==> src/rtl/sync_frame_lock.sv <==
// PSS frame timing tracker: search/verify/lock with flywheel and miss counting.
// Optional SYNC_LOCK_TCORR_EN: accepted detects in LOCKED realign the counter.
module sync_frame_lock #(
  parameter int pDAT_W  = 12,
  parameter int pCNT_W  = 16,
  parameter int pWIN    = 8,
  parameter int pLOCK_N = 3,
  parameter int pMISS_N = 4
) (
  input  logic              iclk,
  input  logic              ireset,
  input  logic              iena,
  input  logic              isop_sync,
  input  logic [pDAT_W-1:0] icorr_mlvl,
  input  logic [pCNT_W-1:0] iperiod,
  output logic              olock,
  output logic [1:0]        ostate,
  output logic              ofsop,
  output logic [pCNT_W-1:0] otime_err,
  output logic [pDAT_W-1:0] opeak_lvl,
  output logic [2:0]        omiss_cnt
);

  localparam int HIT_W = $clog2(pLOCK_N + 1);
  localparam logic [pCNT_W-1:0] WIN = pCNT_W'(pWIN);
  localparam logic [pCNT_W-1:0] MIN_PER = pCNT_W'(2 * pWIN + 1);

  typedef enum logic [1:0] {
    SEARCH = 2'd0,
    VERIFY = 2'd1,
    LOCKED = 2'd2
  } state_t;

  state_t state, state_nxt;

  logic [pCNT_W-1:0] cnt, cnt_nxt;
  logic [pCNT_W-1:0] per_r, per_nxt;
  logic [HIT_W-1:0]  hit, hit_nxt, hit_inc;
  logic              wflag, wflag_nxt;
  logic              fsop_nxt, lock_nxt;
  logic [pCNT_W-1:0] err_nxt;
  logic [pDAT_W-1:0] peak_nxt;
  logic [2:0]        miss_nxt, miss_inc;

  logic              det;
  logic [pCNT_W-1:0] lo, lmax;
  logic [pCNT_W:0]   hi;
  logic              v_in, early, late, acc;

  assign det      = iena & isop_sync;
  assign lo       = per_r - WIN;
  assign lmax     = per_r - 1'b1;
  assign hi       = {1'b0, per_r} + (pCNT_W+1)'(pWIN);
  assign v_in     = (cnt >= lo) && ({1'b0, cnt} <= hi);
  assign early    = (cnt >= lo) && (cnt <= lmax);
  assign late     = (cnt <= WIN);
  // first detect of a window; the clearing sample itself opens a new window
  assign acc      = det && (early || late) && (!wflag || cnt == lo);
  assign hit_inc  = hit + HIT_W'(1);
  assign miss_inc = omiss_cnt + 3'd1;

  always_comb begin
    state_nxt = state;
    cnt_nxt   = cnt;
    per_nxt   = per_r;
    hit_nxt   = hit;
    wflag_nxt = wflag;
    fsop_nxt  = 1'b0;
    err_nxt   = otime_err;
    peak_nxt  = opeak_lvl;
    miss_nxt  = omiss_cnt;
    if (iena) begin
      unique case (state)
        SEARCH: begin
          if (det && iperiod > MIN_PER) begin
            state_nxt = VERIFY;
            cnt_nxt   = pCNT_W'(1);
            hit_nxt   = HIT_W'(1);
            peak_nxt  = icorr_mlvl;
            per_nxt   = iperiod;
          end
        end
        VERIFY: begin
          if (cnt != '1) cnt_nxt = cnt + 1'b1;
          if (det && v_in) begin
            hit_nxt  = hit_inc;
            cnt_nxt  = pCNT_W'(1);
            peak_nxt = icorr_mlvl;
            err_nxt  = cnt - per_r;
            if (hit_inc == HIT_W'(pLOCK_N)) begin
              state_nxt = LOCKED;
              fsop_nxt  = 1'b1;
              miss_nxt  = 3'd0;
              wflag_nxt = 1'b1;
            end
          end else if (det && cnt < lo) begin
            cnt_nxt  = pCNT_W'(1);
            hit_nxt  = HIT_W'(1);
            peak_nxt = icorr_mlvl;
          end else if ({1'b0, cnt} >= hi) begin
            state_nxt = SEARCH;
          end
        end
        LOCKED: begin
          cnt_nxt = (cnt == lmax) ? '0 : cnt + 1'b1;
          if (cnt == '0) fsop_nxt = 1'b1;
          if (cnt == lo) wflag_nxt = 1'b0;
          if (acc) begin
            wflag_nxt = 1'b1;
            miss_nxt  = 3'd0;
            peak_nxt  = icorr_mlvl;
            err_nxt   = early ? cnt - per_r : cnt;
`ifdef SYNC_LOCK_TCORR_EN
            cnt_nxt = pCNT_W'(1);
            if (early) fsop_nxt = 1'b1;
`endif
          end else if (cnt == WIN && !wflag) begin
            if (miss_inc == 3'(pMISS_N)) begin
              state_nxt = SEARCH;
              miss_nxt  = 3'd0;
              wflag_nxt = 1'b0;
            end else begin
              miss_nxt = miss_inc;
            end
          end
        end
        default: state_nxt = SEARCH;
      endcase
    end
    lock_nxt = (state_nxt == LOCKED);
  end

  always_ff @(posedge iclk or negedge ireset) begin
    if (!ireset) state <= SEARCH;
    else         state <= state_nxt;
  end

  always_ff @(posedge iclk or negedge ireset) begin
    if (!ireset) begin
      cnt       <= '0;
      per_r     <= '0;
      hit       <= '0;
      wflag     <= 1'b0;
      olock     <= 1'b0;
      ofsop     <= 1'b0;
      otime_err <= '0;
      opeak_lvl <= '0;
      omiss_cnt <= '0;
    end else begin
      cnt       <= cnt_nxt;
      per_r     <= per_nxt;
      hit       <= hit_nxt;
      wflag     <= wflag_nxt;
      olock     <= lock_nxt;
      ofsop     <= fsop_nxt;
      otime_err <= err_nxt;
      opeak_lvl <= peak_nxt;
      omiss_cnt <= miss_nxt;
    end
  end

  assign ostate = state;

endmodule

==> config.mk <==
export PLATFORM = sky130hd
export DESIGN_NAME = sync_frame_lock
export DESIGN_NICKNAME = d
export VERILOG_FILES = /design/src/rtl/sync_frame_lock.sv
export SDC_FILE = /design/constraint.sdc
export NUM_CORES = 1
export LEC_CHECK = 0
export CAP_MARGIN = 20
export CORE_MARGIN = 10
export CORE_UTILIZATION = 25
export CTS_CLUSTER_DIAMETER = 60
export DETAILED_ROUTE_END_ITERATION = 16
export DONT_BUFFER_PORTS = 1
export GPL_ROUTABILITY_DRIVEN = 0
export PLACE_DENSITY_LB_ADDON = 0.05
export SLEW_MARGIN = 10
export SYNTH_ARGS = -nofsm -noshare
export SYNTH_HDL_FRONTEND = slang
export SYNTH_SLANG_ARGS = --single-unit
==> constraint.sdc <==
create_clock -name iclk -period 8.97 [get_ports iclk]
set_clock_uncertainty 0.05 [all_clocks]
set_input_delay 0 -clock iclk [delete_from_list [all_inputs] [get_ports iclk]]
set_output_delay 0 -clock iclk [all_outputs]
set_load 0.005 [all_outputs]
=== After elaboration in Yosys (flattened, before gate mapping) ===
Cells that the tools add are included.

* Flip-flop bits (word level): 70
* Latch bits: 0
* Bits in writable memories: 0
* Bits in read-only memories: 0
* Output and inout port bits: 35
* Word-level logic and storage cells: 111
* Memories: 0

* $add $sub $neg: 7
* $mul: 0
* Divide/modulo/power cells: 0
* $lt $le $gt $ge: 7
* Eq/ne operators: 16
* Shifts and indexed selects: 0
* Multiplexer cells: 47
* Bitwise logic cells: 1
* Reductions and logical operators: 23

{| class="wikitable"
|+ Operator list
! operator !! count
|-
| two-way mux 16 bit || 8
|-
| two-way mux 12 bit || 4
|-
| case mux 16 bit (3 select lines) || 1
|-
| case mux 12 bit (3 select lines) || 1
|-
| == test 16 bit || 2
|-
| case mux 16 bit (2 select lines) || 1
|-
| two-way mux 2 bit || 12
|-
| adder 16 x 4 -> 17 bit (second input constant) || 1
|-
| greater-or-equal comparator 16 x 17 -> 1 bit || 1
|-
| less-or-equal comparator 16 x 17 -> 1 bit || 1
|-
| adder 16 x 1 -> 16 bit (second input constant) || 1
|-
| == test 16 x 4 -> 1 bit (second input constant) || 1
|-
| greater-or-equal comparator 16 bit || 1
|-
| > comparator 16 x 5 -> 1 bit (second input constant) || 1
|-
| less-or-equal comparator 16 bit || 1
|-
| less-or-equal comparator 16 x 4 -> 1 bit (second input constant) || 1
|-
| logical NOT 16 bit || 1
|-
| < comparator 16 bit || 1
|-
| inequality test 16 bit (second input constant) || 1
|-
| AND reduction 4 bit || 4
|-
| subtractor 16 x 1 -> 16 bit (second input constant) || 1
|-
| subtractor 16 bit || 1
|-
| subtractor 16 x 4 -> 16 bit (second input constant) || 1
|-
| two-way mux 3 bit || 5
|-
| other kinds (22) || 48
|}

=== Longest topological paths before layout ===
* Word-level depth: 10
* Depth in mapped cells: 18

=== Worst setup path before layout ===
Ideal clock, no wire load.

* Path type: register -> register
* Start point: reg per_r[3]
* End point: reg opeak_lvl[10]
* Library setup time: 0.125 ns
* Arrival: 4.022 ns
* Path slack: 4.773 ns
* Stages on the path, launching flop included: 19
* Buffers on the path: 2
* Period minus slack after synthesis: 4.197 ns
* Cell sequence: dfrtp_1 -> clkbuf_1 -> inv_1 -> ha_1 -> inv_1 -> o21ai_0 -> or3_1 -> nor4b_1 -> xnor2_1 -> ha_1 -> nand4_1 -> or3_1 -> a21o_1 -> a41oi_1 -> a311o_1 -> nor2_1 -> o21ai_1 -> buf_2 -> mux2_2

* Cells in the longest elaborated chain, start to end: 8

{| class="wikitable"
|+ Ends and longest elaborated chain
! item !! RTL line !! text
|-
| from (decl) || 37 || <nowiki>logic [pCNT_W-1:0] per_r, per_nxt;</nowiki>
|-
| from (signal assigned) || 151 || <nowiki>per_r <= per_nxt;</nowiki>
|-
| subtractor 16 x 4 -> 16 bit or subtractor 16 x 1 -> 16 bit (tied branches) || 51, 52 ||
|-
| greater-or-equal comparator 16 bit or less-or-equal comparator 16 bit (tied branches) || 54, 55 ||
|-
| logical AND 1 bit || 55 || <nowiki>assign early = (cnt >= lo) && (cnt <= lmax);</nowiki>
|-
| logical OR 1 bit || 58 || <nowiki>assign acc = det && (early || late) && (!wflag || cnt == lo);</nowiki>
|-
| logical AND 1 bit (2 in series) || 58 ||
|-
| inequality test 2 bit (no line) || n/a ||
|-
| AND reduction 5 bit (no line) || n/a ||
|-
| to (signal assigned) || 157 || <nowiki>opeak_lvl <= peak_nxt;</nowiki>
|-
| to (decl) || 20 || <nowiki>output logic [pDAT_W-1:0] opeak_lvl,</nowiki>
|}

Parallel ways exist; a longest one is shown, timed or not.
A chain may end at the register's enable or synchronous reset.

=== Final worst setup path ===
* Start point: reg per_r[7]
* End point: reg cnt[10]

* Cells in the longest elaborated chain, start to end: 6

{| class="wikitable"
|+ Ends and longest elaborated chain
! item !! RTL line !! text
|-
| adder 16 x 4 -> 17 bit or subtractor 16 x 4 -> 16 bit (tied branches) || 53, 51 ||
|-
| less-or-equal comparator 16 x 17 -> 1 bit, or another cell as far along || 54 || <nowiki>assign v_in = (cnt >= lo) && ({1'b0, cnt} <= hi);</nowiki>
|-
| logical AND 1 bit, on equally long branches || 54, 96 ||
|-
| logical AND 1 bit or two-way mux 16 bit (tied branches) || 85, 96 ||
|-
| inequality test 4 bit (no line) or two-way mux 16 bit (tied branches) || n/a ||
|-
| AND reduction 4 bit (no line) or case mux 16 bit (3 select lines) (tied branches) || n/a ||
|-
| to (signal assigned) || 150 || <nowiki>cnt <= cnt_nxt;</nowiki>
|-
| to (decl) || 36 || <nowiki>logic [pCNT_W-1:0] cnt, cnt_nxt;</nowiki>
|}

Parallel ways exist; a longest one is shown, timed or not.

==> metrics.yaml <==
critical_path:
  arrival_ns: 5.47
  reg2reg_to: "cnt[10]$_DFFE_PN0P_"
  r2r.worst_path.cells: 12
  endpoint_kind: "flip-flop"
  r2r_start: "per_r[7]$_DFFE_PN0P_"
  regToRegSetupSlack_ns: 3.69
  startpoint_type: "flip-flop"
  crit_type: "reg -> reg"
  critPathRequiredTime_ns: 9.16
  cp_max_fo: 19
floorplanning:
  start_util_pct: 25.2
  die_w_um: 173
  die-area_um2: 30100
  rows: 56
  die_y_um: 173
  design.core.area_um2: 23300
  ios: 67
route:
  drt_wl_total_mm: 19.3
  drt_first_pass_iters: 5
  drc: 0
  wl_per_cell_um: 19.1
  vias: 5081
  avgViaCountPerCell: 5.02
  drtIter0Drc: 389
  antenna_left: 0
final_layout:
  drive_above_1_share_pct: 9.09
  fin_nets: 790
  stdcell_area_um2: 6830
  area_delta_synth_final_pct: 16.1
  fin_cells: 1012
  diodes: 0
synthesis:
  syn_avg_cell_area_um2: 8.84
  synth_ff_type: "dfrtp_1"
  yosys_warnings: 0
  synth_cell_types: 67
  synth_nets: 768
  ys_seq_area_share_pct: 29.8
  syn_inst: 666
  synth_edf_count: 0
  netlist_area_um2: 5880
  ys_ff_latch: 70
  async_flop_share_pct: 100
grt:
  grt-ovfl-total: 0
  grt_pass1_wl_mm: 30.6
  grt_pass1_vias: 5066
  antenna_found_initial: 0
  grtUsageTotal_pct: 12.9
  grt_max_degree: 71
min_path:
  holdPathStages: 3
  hold_path_class: "in -> reg"
  hold_start: "isop_sync"
  min_to: "ostate[0]$_DFF_PN0_"
placement:
  dp_hpwl_mm: 14.9
  dp_cells: 963
  port_buffers: 0
  placed_area_um2: 6200
sta:
  period_share_pct: 58.8
  period_minus_slack_ns: 5.28
  tightest_slew_ns: 0.905
  finalSetupViolations: 0
  tns_ns: 0
  hold-worst-slack_ns: 0.0402
  slew_violations: 0
  fmax_ghz: 0.189
  slew_headroom_pct: 39.1
  rsz0062_at_grt: "no"
  hold_viol: 0
power:
  leakage_nw: 2.94
  p_total_w: 0.00176
  irDropWorstVdd_v: 0.000136
  powerDensity_nw_per_um2: 258
clock_tree:
  cts.sinks: 70
  cts_buffer_depth: 2
  clk_pin_slew_ns: 0.06
  clk_latency_ns: 0.35
  htreeDepth: 3
  root_buffer: "clkbuf_16"
  cts_buffers: 9
  cts_resized: 0
  tritoncts: "done"
outcome:
  status: "finished clean"
flow_run:
  max_cap_viol_count: 0
cell usage in the layout, fill, tap and decap left out, drive strengths merged, types with 5 or more instances in the layout:
cell	instances
ha	69
mux2	29
and3	12
mux2i	6
buf	5
inv	38
a2bb2oi	11
or2	5
xnor2	46
dfrtp	70
nand4	18
a21oi	39
nand3	25
nand2b	10
o31ai	12
clkinv	5
or3	6
nor2	40
nor3	18
clkbuf	10
o21ai	34
o211ai	5
dlygate4sd3	31
nor4	11
nand2	65
a21o	5
state kept, by name, indices dropped and copies added, names as in the netlist:
signal and count:
per_r 16, hit 2, wflag 1, otime_err 16, ostate 2, omiss_cnt 3, olock 1, cnt 16
ofsop 1, opeak_lvl 12
synth_stat cells, types with 4 or more instances:
| cell type | number | area [um^2] |
|---|---|---|
| mux2_2 | 29 | 327 |
| o21ai_0 | 26 | 130 |
| nor4_1 | 10 | 62.6 |
| nor3_1 | 18 | 90.1 |
| buf_2 | 10 | 50.1 |
| a21oi_1 | 39 | 195 |
| o21bai_1 | 4 | 30.0 |
| nor2b_1 | 4 | 25.0 |
| nand2_1 | 65 | 244 |
| a221oi_1 | 4 | 35.0 |
| nand3_1 | 25 | 125 |
| o211ai_1 | 5 | 37.5 |
| xnor2_1 | 46 | 403 |
| a21o_1 | 5 | 37.5 |
| o31ai_1 | 12 | 90.1 |
| mux2i_1 | 6 | 60.1 |
| inv_1 | 36 | 135 |
| clkbuf_1 | 14 | 52.6 |
| or3_1 | 6 | 37.5 |
| or2_2 | 4 | 25.0 |
| nand2b_1 | 10 | 62.6 |
| nand4_1 | 18 | 113 |
| dfrtp_1 | 70 | 1750 |
| a31oi_1 | 4 | 25.0 |
| ha_1 | 69 | 863 |
| nor2_1 | 40 | 150 |
| and3_1 | 11 | 68.8 |
| o21ai_1 | 8 | 40.0 |
| a2bb2oi_1 | 11 | 96.3 |
metrics by stage:
| stage | setup WS (ns) | utilization, % |
|---|---|---|
| floorplan | 4.77 | - |
| global placement | 3.68 | 26.6 |
| detailed placement | 3.64 | 26.6 |
| CTS | 3.60 | 29.2 |
| global route | 3.34 | 29.3 |
| finish | 3.69 | 29.3 |
worst max-delay path, cell delays in order, from the launching register on:
cell,delay (ns)
dfrtp_1,0.48
nor4_1,0.81
and3_1,0.36
and3_1,0.22
xnor2_1,0.13
ha_1,0.27
and4_1,0.16
a221oi_1,0.69
nand2_1,0.25
o211ai_1,0.16
nand3b_1,0.60
or2_1,0.66
o41ai_1,0.31
cell type report:
type | instances | area [um^2]
Clock buffer | 10 | 239
Sequential cell | 70 | 1750
Tap cell | 319 | 399
Clock inverter | 6 | 45.0
Multi-Input combinational cell | 534 | 3890
Fill cell | 2491 | 16500
Inverter | 37 | 139
Timing Repair Buffer | 36 | 368
metal layers:
metal | part of all wire, % | track usage [%] | vias to the layer above | wire (um)
met1 | 50 | 17.9 | 2472 | 9640
met2 | 44 | 19.2 | 102 | 8460
met4 | 2.7 | 5.25 | 0 | 521
li1 | - | - | 2486 | -
met3 | 3.5 | 2.40 | 21 | 676
met5 | 0 | 0 | - | 0
how the worst max path moves through the flow:
| stage | startpoint | to | slack [ns] | cells after the start |
|---|---|---|---|---|
| global placement | per_r[0]$_DFFE_PN0P_ | opeak_lvl[11]$_DFFE_PN0P_ | 3.68 | 14 |
| finish | per_r[7]$_DFFE_PN0P_ | cnt[10]$_DFFE_PN0P_ | 3.69 | 12 |
| floorplan | per_r[3]$_DFFE_PN0P_ | opeak_lvl[10]$_DFFE_PN0P_ | 4.77 | 18 |
| detailed placement | per_r[0]$_DFFE_PN0P_ | opeak_lvl[0]$_DFFE_PN0P_ | 3.64 | 14 |
| global route | per_r[7]$_DFFE_PN0P_ | cnt[10]$_DFFE_PN0P_ | 3.34 | 12 |
| CTS | per_r[0]$_DFFE_PN0P_ | opeak_lvl[0]$_DFFE_PN0P_ | 3.60 | 14 |
power breakdown:
part           switching [W]  leakage [nW]  internal (W)  total, W
combinational       0.000499          1.91      0.000385  0.000883
sequential          0.000133         0.884      0.000394  0.000527
clock               0.000156         0.143      0.000197  0.000352
cell families after synthesis:
logic type | after synthesis | synth area share (%)
adder cells (fa/ha/maj) | 70 | 15.0
AND/OR/NAND/NOR | 230 | 20.0
AO/OA/AOI/OAI | 150 | 17.1
buffers and inverters | 62 | 4.23
multiplexers | 35 | 6.57
XOR/XNOR | 49 | 7.29
flip-flops | 70 | 29.8
what timing repair did:
action	in CTS	in global routing
endpoints found under the hold margin	103	0
setup endpoints to repair	0	0
setup buffers	0	0
hold buffers	32	0
No activity file was read; power rests on OpenSTA's default activity.
